$ cat config.mk
export PLATFORM = sky130hd
export DESIGN_NAME = simd_vmem_ctrl
export DESIGN_NICKNAME = d
export VERILOG_FILES = /design/src/rtl/simd_vmem_ctrl.sv
export SDC_FILE = /design/constraint.sdc
export NUM_CORES = 1
export LEC_CHECK = 0
export CORE_AREA = 5 5 306 308
export CTS_CLUSTER_DIAMETER = 200
export DETAILED_ROUTE_END_ITERATION = 6
export DIE_AREA = 0 0 311 313
export SLEW_MARGIN = 10
export SYNTH_ARGS = -nofsm -noshare
export SYNTH_HDL_FRONTEND = slang
export SYNTH_SLANG_ARGS = --single-unit
export TNS_END_PERCENT = 100
$ cat constraint.sdc
create_clock -name clk -period 3.4 [get_ports clk]
set_input_delay 0.68 -clock clk [delete_from_list [all_inputs] [get_ports clk]]
set_output_delay 0.68 -clock clk [all_outputs]
set_load 0.01 [all_outputs]
$ cat src/rtl/simd_vmem_ctrl.sv
// Vector/scalar memory access controller: splits vector transfers into beats
// and shares the beat-wide memory port with single-element scalar accesses.
module simd_vmem_ctrl #(
    parameter int ELEM_W     = 16,
    parameter int LANES      = 16,
    parameter int BEAT_LANES = 4,
    parameter int ADDR_W     = 32
) (
    input  logic                      clk,
    input  logic                      reset,
    input  logic                      s_req,
    input  logic                      s_we,
    input  logic [ADDR_W-1:0]         s_addr,
    input  logic [ELEM_W-1:0]         s_wdata,
    output logic                      s_stall,
    output logic [ELEM_W-1:0]         s_rdata,
    output logic                      s_rvalid,
    input  logic                      v_req,
    input  logic                      v_we,
    input  logic [ADDR_W-1:0]         v_addr,
    input  logic [LANES*ELEM_W-1:0]   v_wdata,
    output logic [LANES*ELEM_W-1:0]   v_rdata,
    output logic                      v_busy,
    output logic                      v_done,
    output logic                      m_en,
    output logic                      m_we,
    output logic [ADDR_W-1:0]         m_addr,
    output logic [BEAT_LANES*ELEM_W-1:0] m_wdata,
    output logic [BEAT_LANES-1:0]     m_lane_we,
    input  logic [BEAT_LANES*ELEM_W-1:0] m_rdata
);

    localparam int BEATS  = LANES / BEAT_LANES;
    localparam int BEAT_W = BEAT_LANES * ELEM_W;
    localparam int OFF_W  = $clog2(BEAT_W / 8);
    localparam int EB_W   = $clog2(ELEM_W / 8);
    localparam int LSEL_W = (BEAT_LANES > 1) ? $clog2(BEAT_LANES) : 1;
    localparam int CNT_W  = (BEATS > 1) ? $clog2(BEATS) : 1;

    typedef enum logic [1:0] {IDLE, XFER, DRAIN, DONE} state_t;

    state_t                    state_q, state_d;
    logic [CNT_W-1:0]          cnt_q, cnt_d;
    logic [ADDR_W-1:0]         base_q;
    logic                      we_q;
    logic [LANES*ELEM_W-1:0]   wdata_q;
    logic [LANES*ELEM_W-1:0]   rdata_q;
    logic                      rd_vld_q;
    logic [CNT_W-1:0]          rd_idx_q;
    logic                      s_rvalid_q;
    logic [LSEL_W-1:0]         s_lane_q;

    logic                      s_acc;
    logic                      ld_issue;
    logic [LSEL_W-1:0]         s_lane;

    wire unused_addr_bits = ^{v_addr[OFF_W-1:0], s_addr[EB_W-1:0]};

    assign s_lane = s_addr[EB_W +: LSEL_W];

    always_comb begin
        state_d   = state_q;
        cnt_d     = cnt_q;
        m_en      = 1'b0;
        m_we      = 1'b0;
        m_addr    = '0;
        m_wdata   = '0;
        m_lane_we = '0;
        s_acc     = 1'b0;
        ld_issue  = 1'b0;
        unique case (state_q)
            IDLE: begin
                if (v_req) begin
                    state_d = XFER;
                    cnt_d   = '0;
                end else if (s_req) begin
                    s_acc   = 1'b1;
                    m_en    = 1'b1;
                    m_we    = s_we;
                    m_addr  = {s_addr[ADDR_W-1:OFF_W], {OFF_W{1'b0}}};
                    m_wdata = {BEAT_LANES{s_wdata}};
                    if (s_we) m_lane_we[s_lane] = 1'b1;
                end
            end
            XFER: begin
                m_en      = 1'b1;
                m_we      = we_q;
                m_addr    = base_q + (ADDR_W'(cnt_q) << OFF_W);
                m_wdata   = wdata_q[BEAT_W*int'(cnt_q) +: BEAT_W];
                m_lane_we = we_q ? '1 : '0;
                ld_issue  = ~we_q;
                if (cnt_q == CNT_W'(BEATS-1)) begin
                    state_d = we_q ? DONE : DRAIN;
                end else begin
                    cnt_d = cnt_q + 1'b1;
                end
            end
            DRAIN:   state_d = DONE;
            DONE:    state_d = IDLE;
            default: state_d = IDLE;
        endcase
        // Reset aborts in-flight work: nothing may reach memory this cycle.
        if (reset) begin
            m_en      = 1'b0;
            m_we      = 1'b0;
            m_lane_we = '0;
            s_acc     = 1'b0;
            ld_issue  = 1'b0;
        end
    end

    always_ff @(posedge clk) begin
        if (reset) begin
            state_q    <= IDLE;
            cnt_q      <= '0;
            base_q     <= '0;
            we_q       <= 1'b0;
            wdata_q    <= '0;
            rdata_q    <= '0;
            rd_vld_q   <= 1'b0;
            rd_idx_q   <= '0;
            s_rvalid_q <= 1'b0;
            s_lane_q   <= '0;
        end else begin
            state_q    <= state_d;
            cnt_q      <= cnt_d;
            rd_vld_q   <= ld_issue;
            rd_idx_q   <= cnt_q;
            s_rvalid_q <= s_acc & ~s_we;
            if (s_acc) s_lane_q <= s_lane;
            if (state_q == IDLE && v_req) begin
                base_q  <= {v_addr[ADDR_W-1:OFF_W], {OFF_W{1'b0}}};
                we_q    <= v_we;
                wdata_q <= v_wdata;
            end
            // Read data lags its issue by one cycle; DRAIN catches the last beat.
            if (rd_vld_q) rdata_q[BEAT_W*int'(rd_idx_q) +: BEAT_W] <= m_rdata;
        end
    end

    assign s_stall  = (state_q != IDLE) | v_req;
    assign s_rvalid = s_rvalid_q;
    assign s_rdata  = m_rdata[ELEM_W*int'(s_lane_q) +: ELEM_W];
    assign v_rdata  = rdata_q;
    assign v_busy   = ((state_q == XFER) | (state_q == DRAIN)) & ~reset;
    assign v_done   = (state_q == DONE) & ~reset;

endmodule

# Word-level counts from Yosys, hierarchy flattened
# Cells that the tools add are included.
# word_totals
in_bits	406
register_bits	552
# op_classes
bitwise_logic	9
n_shift	4
addsub	3
order_cmp	2
n_eq_ne	7
n_mux	32
n_reduce_logical	8
# op_table
cell	count
$bwmux W256	1
$shift A64 B33 Y256 const A	1
$shiftx A256 B9 Y64	1
$shiftx A64 B33 Y256	1
$mux W64	2
$pmux W64 S2	1
$mux W32	2
$pmux W32 S2	1
$shiftx A64 B7 Y16	1
$neg A8 Y33	1
$add A32 B5 Y32	1
$mux W4	5
$mux W1	10
$mux W2	4
$pmux W2 S4	1
$pmux W4 S2	1
$eq A2 B2 Y1 const B	3
$ne A2 B2 Y1 const B	3
$not A1 Y1	4
$pmux W1 S2	2
$pmux W2 S2	1
$reduce_bool A2 Y1	2
$and A1 B1 Y1	3
$lt A2 B3 Y1 const B	1
other kinds (10)	12

# Depth between registers and ports, before layout
# Gate-level depths: netlist (run 1).
# logic_depth
depth_word	9
mapped_depth	8
ltp_nobuf	7

# Worst setup path before layout (run 1)
# Ideal clock, no wire load.
# synth_path
kind	register -> output
from	register cnt_q[0]
to	output m_addr[25]
path_stages_with_launch	7
path_buffers	0
slack_ps	767
arrival_time_ps	1953
cell_sequence	dfxtp_1 ha_1 fa_1 nand4_2 or3_4 or4_1 nand3_1
# synth_via
elab_chain_len	2
# synth_lines
element	line	source
start: declaration	43	logic [CNT_W-1:0] cnt_q, cnt_d;
start signal: assignment	126	cnt_q <= cnt_d;
$add A32 B5 Y32	88	m_addr = base_q + (ADDR_W'(cnt_q) << OFF_W);
$pmux W32 S2	71	unique case (state_q)
end: declaration	27	output logic [ADDR_W-1:0] m_addr,
# Every way passes these cells.

# Final worst setup path (run 1)
# layout_path
from	register cnt_q[0]
to	output m_addr[5]
# Same word-level chain as after synthesis.

==> results of run 1 <==
==> worst max-delay path by stage <==
stage	end	slack, ns	cells after the start
final	m_addr[5]	0.05	6
after global routing	m_addr[25]	-0.03	7
after CTS	m_addr[25]	-0.18	7
after detailed placement	m_wdata[56]	-0.007	7
after global placement	m_wdata[56]	-0.002	7
after floorplan	m_addr[25]	0.77	6
==> cells by family (layout without fill, tap and decap cells) <==
group,after synthesis,count (layout)
AND/OR/NAND/NOR,1113,1113
adder cells (fa/ha/maj),12,12
XOR/XNOR,13,13
AO/OA/AOI/OAI,595,595
multiplexers,83,83
buffers and inverters,233,1060
other,1,10
flip-flops,552,552
==> cell type report <==
type	count	area, sq um
sequential	552	11080
tap	1186	1484
fill	9249	55950
inverter	10	37.54
timing repair buffer	940	9540
clock buffer	88	1778
multi-input combinational	1819	10610
clock inverter	22	334.1
antenna	7	17.52
==> per-layer routing <==
metal | part of all wire | vias up | GRT usage
met5 | 0.0012 | - | 0
met4 | 0.042 | 18 | 0.07617
met3 | 0.091 | 197 | 0.06030
met2 | 0.48 | 1054 | 0.3406
met1 | 0.39 | 10870 | 0.2408
li1 | - | 10510 | -
==> state kept, by name, indices dropped and copies added, names as in the netlist <==
signal / flops
we_q: 1
s_lane_q: 2
s_rvalid: 1
wdata_q: 256
state_q: 2
rd_vld_q: 1
rd_idx_q: 2
cnt_q: 2
v_rdata: 256
base_q: 29
==> cells in the final DEF, fill, tap and decap left out, types with 18 or more instances in the layout <==
cell type / n
a21oi_1: 293
a22oi_1: 257
buf_12: 28
buf_4: 124
clkbuf_16: 63
clkdlybuf4s50_1: 708
dfxtp_1: 541
dlygate4sd2_1: 40
dlymetal6s2s_1: 18
mux4_2: 80
nand2_1: 741
nand2_2: 19
nor2_1: 273
==> per-stage QoR <==
stage	setup WS [ns]	hold slack (ns)	setup TNS (ns)	instances	power, mW
global placement	-0.001830	0.4383	-0.001830	4471	14.33
CTS	-0.1845	0.3734	-0.3108	4596	21.75
floorplan	0.7673	0.4249	0	2604	11.18
global route	-0.03333	0.4006	-0.08613	4621	22.70
finish	0.04894	0.4296	0	4624	21.70
detailed placement	-0.007313	0.4435	-0.007313	4471	14.38
==> worst max-delay path, cell delays in order, from the launching register on <==
cell             delay [ns]
dfxtp_4                0.37
ha_4                   0.17
fa_2                   0.38
buf_4                  0.17
xnor2_2                0.17
o21ai_0                0.23
clkdlybuf4s50_1        0.58
==> report_power, final <==
| part | internal (mW) | switching [mW] |
|---|---|---|
| Clock | 4.09 | 2.89 |
| Combinational | 3.05 | 3.90 |
| Sequential | 7.28 | 0.498 |
| Total | 14.4 | 7.29 |
==> what timing repair did <==
action                     in CTS  in global routing
resized for setup             112                 47
gates cloned                    5                  2
setup endpoints to repair      96                 51
pin swaps                       9                 14
setup buffers                  10                 19
hold buffers                    0                  0
==> impl_results.md, run 1 <==
- Post-Route WL: 105.1 mm
- Synth async-reset ratio: 0
- Die width: 311 um
- Number of enable flip-flop cells after synthesis: 0
- PortBufs: between 700 and 800
- First-pass GRT wire length: 149.1 mm
- Worst R2R Setup Slack: 1.05 ns
- Clock Skew: around 0.049 ns
- Multiplexer share of the synthesized area: 0.08221
- Maximum clock path buffer count: 3
- Adder-Cell Fraction of Synth Area: 0.007075
- Clock root buffer: clkbuf_16
- IO Count: between 700 and 800
- Vias: 22.65k
- Simple-Gate Fraction of Synth Area: 0.2009
- Synth Instances: 2602
- Largest area contributor in the netlist: dfxtp_1
- TritonCTS clock tree: built
- Synth warn: 0
- Vias/cell: roughly 4.9
- CP startpoint: cnt_q[0]$_SDFFE_PP0P_
- Total CTS buffers: 61
- Share of cells above drive strength 1: 0.1218
- Worst Path Arrival: 2.67 ns
- DR iter-0 viols: approximately 1.9k
- Core ar.: roughly 90000 sq um
- Fin nets: between 3k and 4k
- Mapped Area: 22280 sq um
- Clock Sinks: approximately 550
- Fmax: 0.2984 GHz
- Hold Violations, Final: 0
- DRC: 0
- Starting Density: 0.2453
- Main synth FF type: dfxtp_1
- DR pass1 iterations: 5
- PD cells: 622.3 nW/um^2
- Worst Setup End Kind: output port
- RR Endpoint: v_rdata[149]$_SDFFE_PP0P_
- Hold Path Cell Cnt: 2
- Max capacitance violation total: 0
- Top cell type's share of synthesized area: 0.4959
- Crit Reg-Reg Startpoint: rd_idx_q[0]$_SDFF_PP0_
- Final setup violation count: 0
- Static Leakage: 13.27 nW
- Worst-path maximum fanout: 3
- Clk Latency, worst-skew pair: 0.65 ns
- Vias in the first global route: 21.61k
- Critical path required time: 2.72 ns
- Most frequent cells after synthesis: nand2_1, dfxtp_1, a21oi_1, nor2_1, a22oi_1
- Final Max Tran Viols: 0
- Synth area leaders: dfxtp_1, nand2_1, a22oi_1
- Die Area: ~97000 sq um
- Reg clk slew, reported paths: around 0.070 ns
- Site row count: 111
- # H-tree levels: 2
- Dpl hpwl: 76.28 mm
- ANT nets after route: 0
- Largest net degree at the start of global routing: roughly 200
- Yosys reg bits: 552
- Die height: ~310 um
- Area grow syn2layout: 56.53%
- Final Cycle Share: 0.9856
- Max-slew headroom: 0.1873
- Fin crit period: 3.351 ns
- Synth unique cells: 57
- Mean Syn Cell Area: 8.564 sq um
- Most instantiated library cell after synthesis: nand2_1
- Reg2reg path depth: 7
- Placer congestion estimate: 0.8885
- Crit Path Class: flop to output port
- Fin area: roughly 35000 sq um
- Compound-Gate Fraction of Synth Area: 0.1665
- Synth Area in XOR/XNOR: 0.005110
- Total gr overflow: 0
- WL/cell: 22.74 um
- Largest family of logic cells by synthesized area: simple AND/OR/NAND/NOR gates
- Placed Area: 32020 sq um
- Total track usage: 0.2008
- Register area share after synthesis: 0.4959
- Unrepaired setup endpoints after global routing: true
- Worst min-delay path startpoint: reset
- Hold endpoint: v_rdata[200]$_SDFFE_PP0P_
- Final Core Density: 0.3840
- Worst vdd ir: between 300 and 400 uV
- Startpoint types: flop
- Initial antenna violation count: 16
- HP Class: input port to flop
- Least-Margin Pin Slew: between 1 and 1.5 ns
- Status: finished, final reports clean
Power figures use the tool's default switching activity.
==> run 2, diff against run 1 <==
- SKIP_CTS_REPAIR_TIMING: default -> 1
==> run 2 against run 1 <==
  * The flow now finishes with violations (design-rule violations, negative setup slack)
  * Via count is 0.33% lower
  * Critical path depth rose by 2
  * Combinational power down 1%
  * Critical endpoint is now m_addr[28]
==> impl_results.md, run 2 (synthesis gave the netlist of run 1 again) <==
- Status: complete, but fails checks
- Violated checks: design-rule violations, negative setup slack
- First-pass GRT wire length: 146.5 mm
- Starting Density: 0.2453
- Total CTS buffers: 61
- PortBufs: approximately 780
- Unrepaired setup endpoints after global routing: true
- Reg clk slew, reported paths: around 0.070 ns
- Largest net degree at the start of global routing: 197
- DRC: 1
- Least-Margin Pin Slew: 1.120 ns
- Fin nets: 3788
- Maximum clock path buffer count: 3
- HP Class: input port to flop
- Total gr overflow: 0
- TritonCTS clock tree: built
- Initial antenna violation count: 15
- Placer congestion estimate: 0.8885
- WL/cell: 22.82 um
- Area grow syn2layout: 56.54%
- ANT nets after route: 0
- Worst vdd ir: approximately 400 uV
- Placed cells: 4471
- Hold_ws: 0.4270 ns
- Final Cycle Share: 1.034
- Die height: ~310 um
- Core ar.: 90830 sq um
- Reg2reg path depth: 7
- Final Core Density: 0.3840
- Fmax: between 0.2 and 0.3 GHz
- Worst-path maximum fanout: 7
- Worst Setup End Kind: output port
- Vias/cell: about 4.9
- Clock Skew: approximately 0.049 ns
- Commonest cells after routing, fill and taps aside: nand2_1, clkdlybuf4s50_1, dfxtp_1
- Met3 Resource Use GR: 0.05878
- Clock root buffer: clkbuf_16
- Worst Path Arrival: 2.84 ns
- Final setup violation count: 1
- Post-Route WL: between 100 and 150 mm
- Most common cell after layout, fill and taps aside: nand2_1
- Global-route track usage on met1: 0.2358
- Met2 global-route usage: 0.3331
- Final WS setup: -0.1168 ns
- Final cell count without fillers: 4609
- Multi-input gate area: 10570 sq um
- Site row count: around 110
- Gr busiest metal: met2
- Hold Path Cell Cnt: 2
- Fin crit period: about 3.5 ns
- Critical path required time: between 2 and 3 ns
- Final Power: roughly 22 mW
- Total track usage: 0.1960
- Share of cells above drive strength 1: 0.1150
- Max-slew headroom: 0.2531
- Vias: approximately 23k
- Static Leakage: 13.84 nW
- IO Count: 784
- Sequential cell area: 11060 sq um
- Die width: 311 um
- Dpl hpwl: 76.28 mm
- Startpoint types: flop
- Final Max Tran Viols: 0
- Die Area: 97340 sq um
- Fillers: 9219
- Vias in the first global route: 21.43k
- # H-tree levels: 2
- DR pass1 iterations: 7
- DR iter-0 viols: around 1.9k
- Crit Path Class: flop to output port
- PD cells: 619.5 nW/um^2
- Clock Sinks: approximately 550
- Hold Violations, Final: 0
- Clk Latency, worst-skew pair: 0.65 ns
- Max capacitance violation total: 0
[run 2: cell count changes in the layout (fill, tap and decap cells not counted), moves of 4 or more]
| cell | before | now |
|---|---|---|
| buf_4 | 124 | 106 |
| buf_6 | 3 | 7 |
| clkdlybuf4s15_1 | 5 | 0 |
| clkdlybuf4s50_1 | 708 | 702 |
| dfxtp_1 | 541 | 547 |
| dfxtp_4 | 7 | 3 |
| dlygate4sd2_1 | 40 | 0 |
| dlymetal6s2s_1 | 18 | 70 |
| nand2_1 | 741 | 747 |
[run 2: metrics by stage]
stage	instance area (sq um)	TNS, ns	setup slack (ns)
5_1_grt	34880	-0.7530	-0.2335
3_3_place_gp	32020	-0.001830	-0.001830
3_5_place_dp	32020	-0.007313	-0.007313
4_1_cts	34140	-17.31	-0.5219
2_1_floorplan	22290	0	0.7673
6_report	34880	-0.1168	-0.1168
[run 2: path summary, 6_finish.rpt]
kind,startpoint,slack (ns),endpoint
worst min-delay path,reset,0.43,v_rdata[8]$_SDFFE_PP0P_
worst min register to register,wdata_q[162]$_SDFFE_PP0P_,0.45,wdata_q[162]$_SDFFE_PP0P_
worst max-delay path,cnt_q[0]$_SDFFE_PP0P_,-0.12,m_addr[28]
worst max register to register,rd_idx_q[0]$_SDFF_PP0_,1.06,v_rdata[151]$_SDFFE_PP0P_
[run 2: per-layer routing]
layer	vias to the layer above	routed length (um)	share of wire
li1	10480	-	-
met1	10880	41660	0.40
met2	1016	50140	0.48
met3	185	9137	0.087
met4	18	4109	0.039
met5	-	126	0.0012
[run 2: power by group]
| part | total (mW) | internal, mW | switching, mW |
|---|---|---|---|
| Sequential | 7.77 | 7.27 | 0.500 |
| Clock | 6.98 | 4.09 | 2.90 |
| Combinational | 6.85 | 2.99 | 3.87 |
| Total | 21.6 | 14.3 | 7.26 |
[run 2: area by class of cell]
class	count	share of cell area
Tap cell	1186	0.04254
Sequential cell	552	0.3172
Antenna cell	6	0.0004304
Clock inverter	22	0.009577
Multi-Input combinational cell	1819	0.3031
Timing Repair Buffer	926	0.2751
Clock buffer	88	0.05097
Inverter	10	0.001076
[run 2: critical path, cell delays in order (launching register included)]
cell and delay, ns:
dfxtp_4 0.41, ha_4 0.17, buf_4 0.12, a21oi_4 0.07
nor4_4 0.37, buf_4 0.21, a21oi_1 0.09, a211o_1 0.30
clkdlybuf4s50_1 0.48
==> run 3, diff against run 2 <==
- clock period: 3.4 -> 4.6 ns (I/O delays scaled with it)
==> run 3 against run 2 <==
  * The flow now finishes without violations
  * Core utilization is 1.7 points lower
  * Worst hold slack improved by 0.025 ns
  * Critical endpoint is now m_addr[25]
  * Total power shrank 29%
  * Largest power group unchanged
  * Non-clock buffer count decreased by 93
  * Global-route usage shrank 0.35 points
==> impl_results.md, run 3 (synthesis gave the netlist of run 1 again) <==
- Fin nets: roughly 3.7k
- Crit Path Class: flop to output port
- Worst-path maximum fanout: 6
- Psw: ~5 mW
- ANT nets after route: 0
- CP startpoint: cnt_q[0]$_SDFFE_PP0P_
- Max-slew headroom: 0.2354
- Most common cell after layout, fill and taps aside: clkdlybuf4s50_1
- Hold Path Cell Cnt: 2
- Pre-CTS WS: 0.5778 ns
- Vias/cell: just under 5
- Setup TNS: 0 ns
- Total track usage: 0.1925
- Largest net degree at the start of global routing: 200
- Post-Route WL: 99.64 mm
- Comb power frac: 0.299
- Dpl hpwl: 73.67 mm
- Fmax: 0.2336 GHz
- PortBufs: 776
- Area grow syn2layout: 49.51%
- Hold Violations, Final: 0
- PD cells: 458.6 nW/um^2
- Reg2reg path depth: 7
- Switching Fraction: 0.3353
- IO Count: 784
- Final Max Tran Viols: 0
- RR Endpoint: v_rdata[123]$_SDFFE_PP0P_
- Die width: 311 um
- Unrepaired setup endpoints after global routing: false
- Vias: 22.04k
- Worst vdd ir: 316.0 uV
- Maximum clock path buffer count: 3
- Initial antenna violation count: 18
- Final cell count without fillers: about 4.5k
- Total CTS buffers: 61
- Starting Density: 0.2453
- Least-Margin Pin Slew: 1.147 ns
- Clock root buffer: clkbuf_16
- Worst R2R Setup Slack: 2.15 ns
- Final setup violation count: 0
- Core ar.: 90830 sq um
- Vias in the first global route: 21.03k
- Hold endpoint: wdata_q[128]$_SDFFE_PP0P_
- Status: finished, final reports clean
- Max capacitance violation total: 0
- Pint: just over 10 mW
- Critical path required time: 3.68 ns
- Clk Latency, worst-skew pair: around 0.67 ns
- Final Cycle Share: 0.9305
- Die height: 313 um
- Final WS setup: 0.3197 ns
- Startpoint types: flop
- Clock Skew: 0.05356 ns
- Clock Sinks: about 550
- Static Leakage: approximately 12 nW
- Total gr overflow: 0
- Worst Path Arrival: 3.36 ns
- Worst min-delay path startpoint: wdata_q[128]$_SDFFE_PP0P_
- Reg clk slew, reported paths: 0.06 ns
- Share of cells above drive strength 1: 0.07817
- DR iter-0 viols: 1988
- Clock share of power: 0.324
- DRC: 0
- Crit Reg-Reg Startpoint: rd_idx_q[0]$_SDFF_PP0_
- Hold_ws: roughly 0.45 ns
- Commonest cells after routing, fill and taps aside: clkdlybuf4s50_1, nand2_1, dfxtp_1
- Site row count: 111
- # H-tree levels: 2
- Die Area: 97340 sq um
- WL/cell: 22.05 um
- HP Class: flop to flop
- DR pass1 iterations: 5
- Placed cells: approximately 4.4k
- Placer congestion estimate: about 0.86
- Fin crit period: around 4.3 ns
- Worst Setup End Kind: output port
- Reg power frac: 0.377
- First-pass GRT wire length: 144.0 mm
- TritonCTS clock tree: built
[run 3: layout make-up]
type / count / area (sq um)
Fill cell: 9347 / 57520
Sequential cell: 552 / 11060
Multi-Input combinational cell: 1819 / 10350
Timing Repair Buffer: 833 / 8338
Clock buffer: 89 / 1762
Tap cell: 1186 / 1484
Clock inverter: 23 / 269.0
Inverter: 10 / 37.54
Antenna cell: 7 / 17.52
[run 3: how the worst max path moves through the flow]
stage	endpoint	slack, ns
2_1_floorplan	m_en	1.71
3_3_place_gp	m_lane_we[0]	0.59
3_5_place_dp	m_lane_we[0]	0.58
4_1_cts	m_addr[25]	0.29
5_1_grt	m_addr[20]	0.14
6_report	m_addr[25]	0.32
[run 3: critical path, cell delays in order, from the launching register on]
cell and delay (ns):
dfxtp_4 0.36, ha_1 0.22, fa_1 0.30, nand4_2 0.25, or3_4 0.42, or4_1 0.51, nand3_1 0.11, clkdlybuf4s50_1 0.57
[run 3: power groups by stage]
stage	clock (mW)	combinational (mW)	sequential, mW
after global placement	0	4.57	5.84
after floorplan	0	2.52	5.74
final	4.95	4.57	5.76
after detailed placement	0	4.59	5.86
after global routing	5.26	4.95	5.82
after CTS	5.05	4.61	5.76
[run 3: per-layer routing]
| layer | up-vias | GRT usage | part of all wire |
|---|---|---|---|
| li1 | 10270 | - | - |
| met1 | 10590 | 0.2315 | 0.39 |
| met2 | 992 | 0.3205 | 0.47 |
| met3 | 165 | 0.06169 | 0.093 |
| met4 | 16 | 0.07780 | 0.041 |
| met5 | - | 0 | 0.0011 |
[run 3: stage by stage]
step | power, mW | util | area, sq um
global placement | 10.41 | 0.3442 | 31270
finish | 15.28 | 0.3668 | 33310
CTS | 15.42 | 0.3666 | 33300
global route | 16.04 | 0.3668 | 33310
detailed placement | 10.45 | 0.3442 | 31270
floorplan | 8.265 | - | 22290
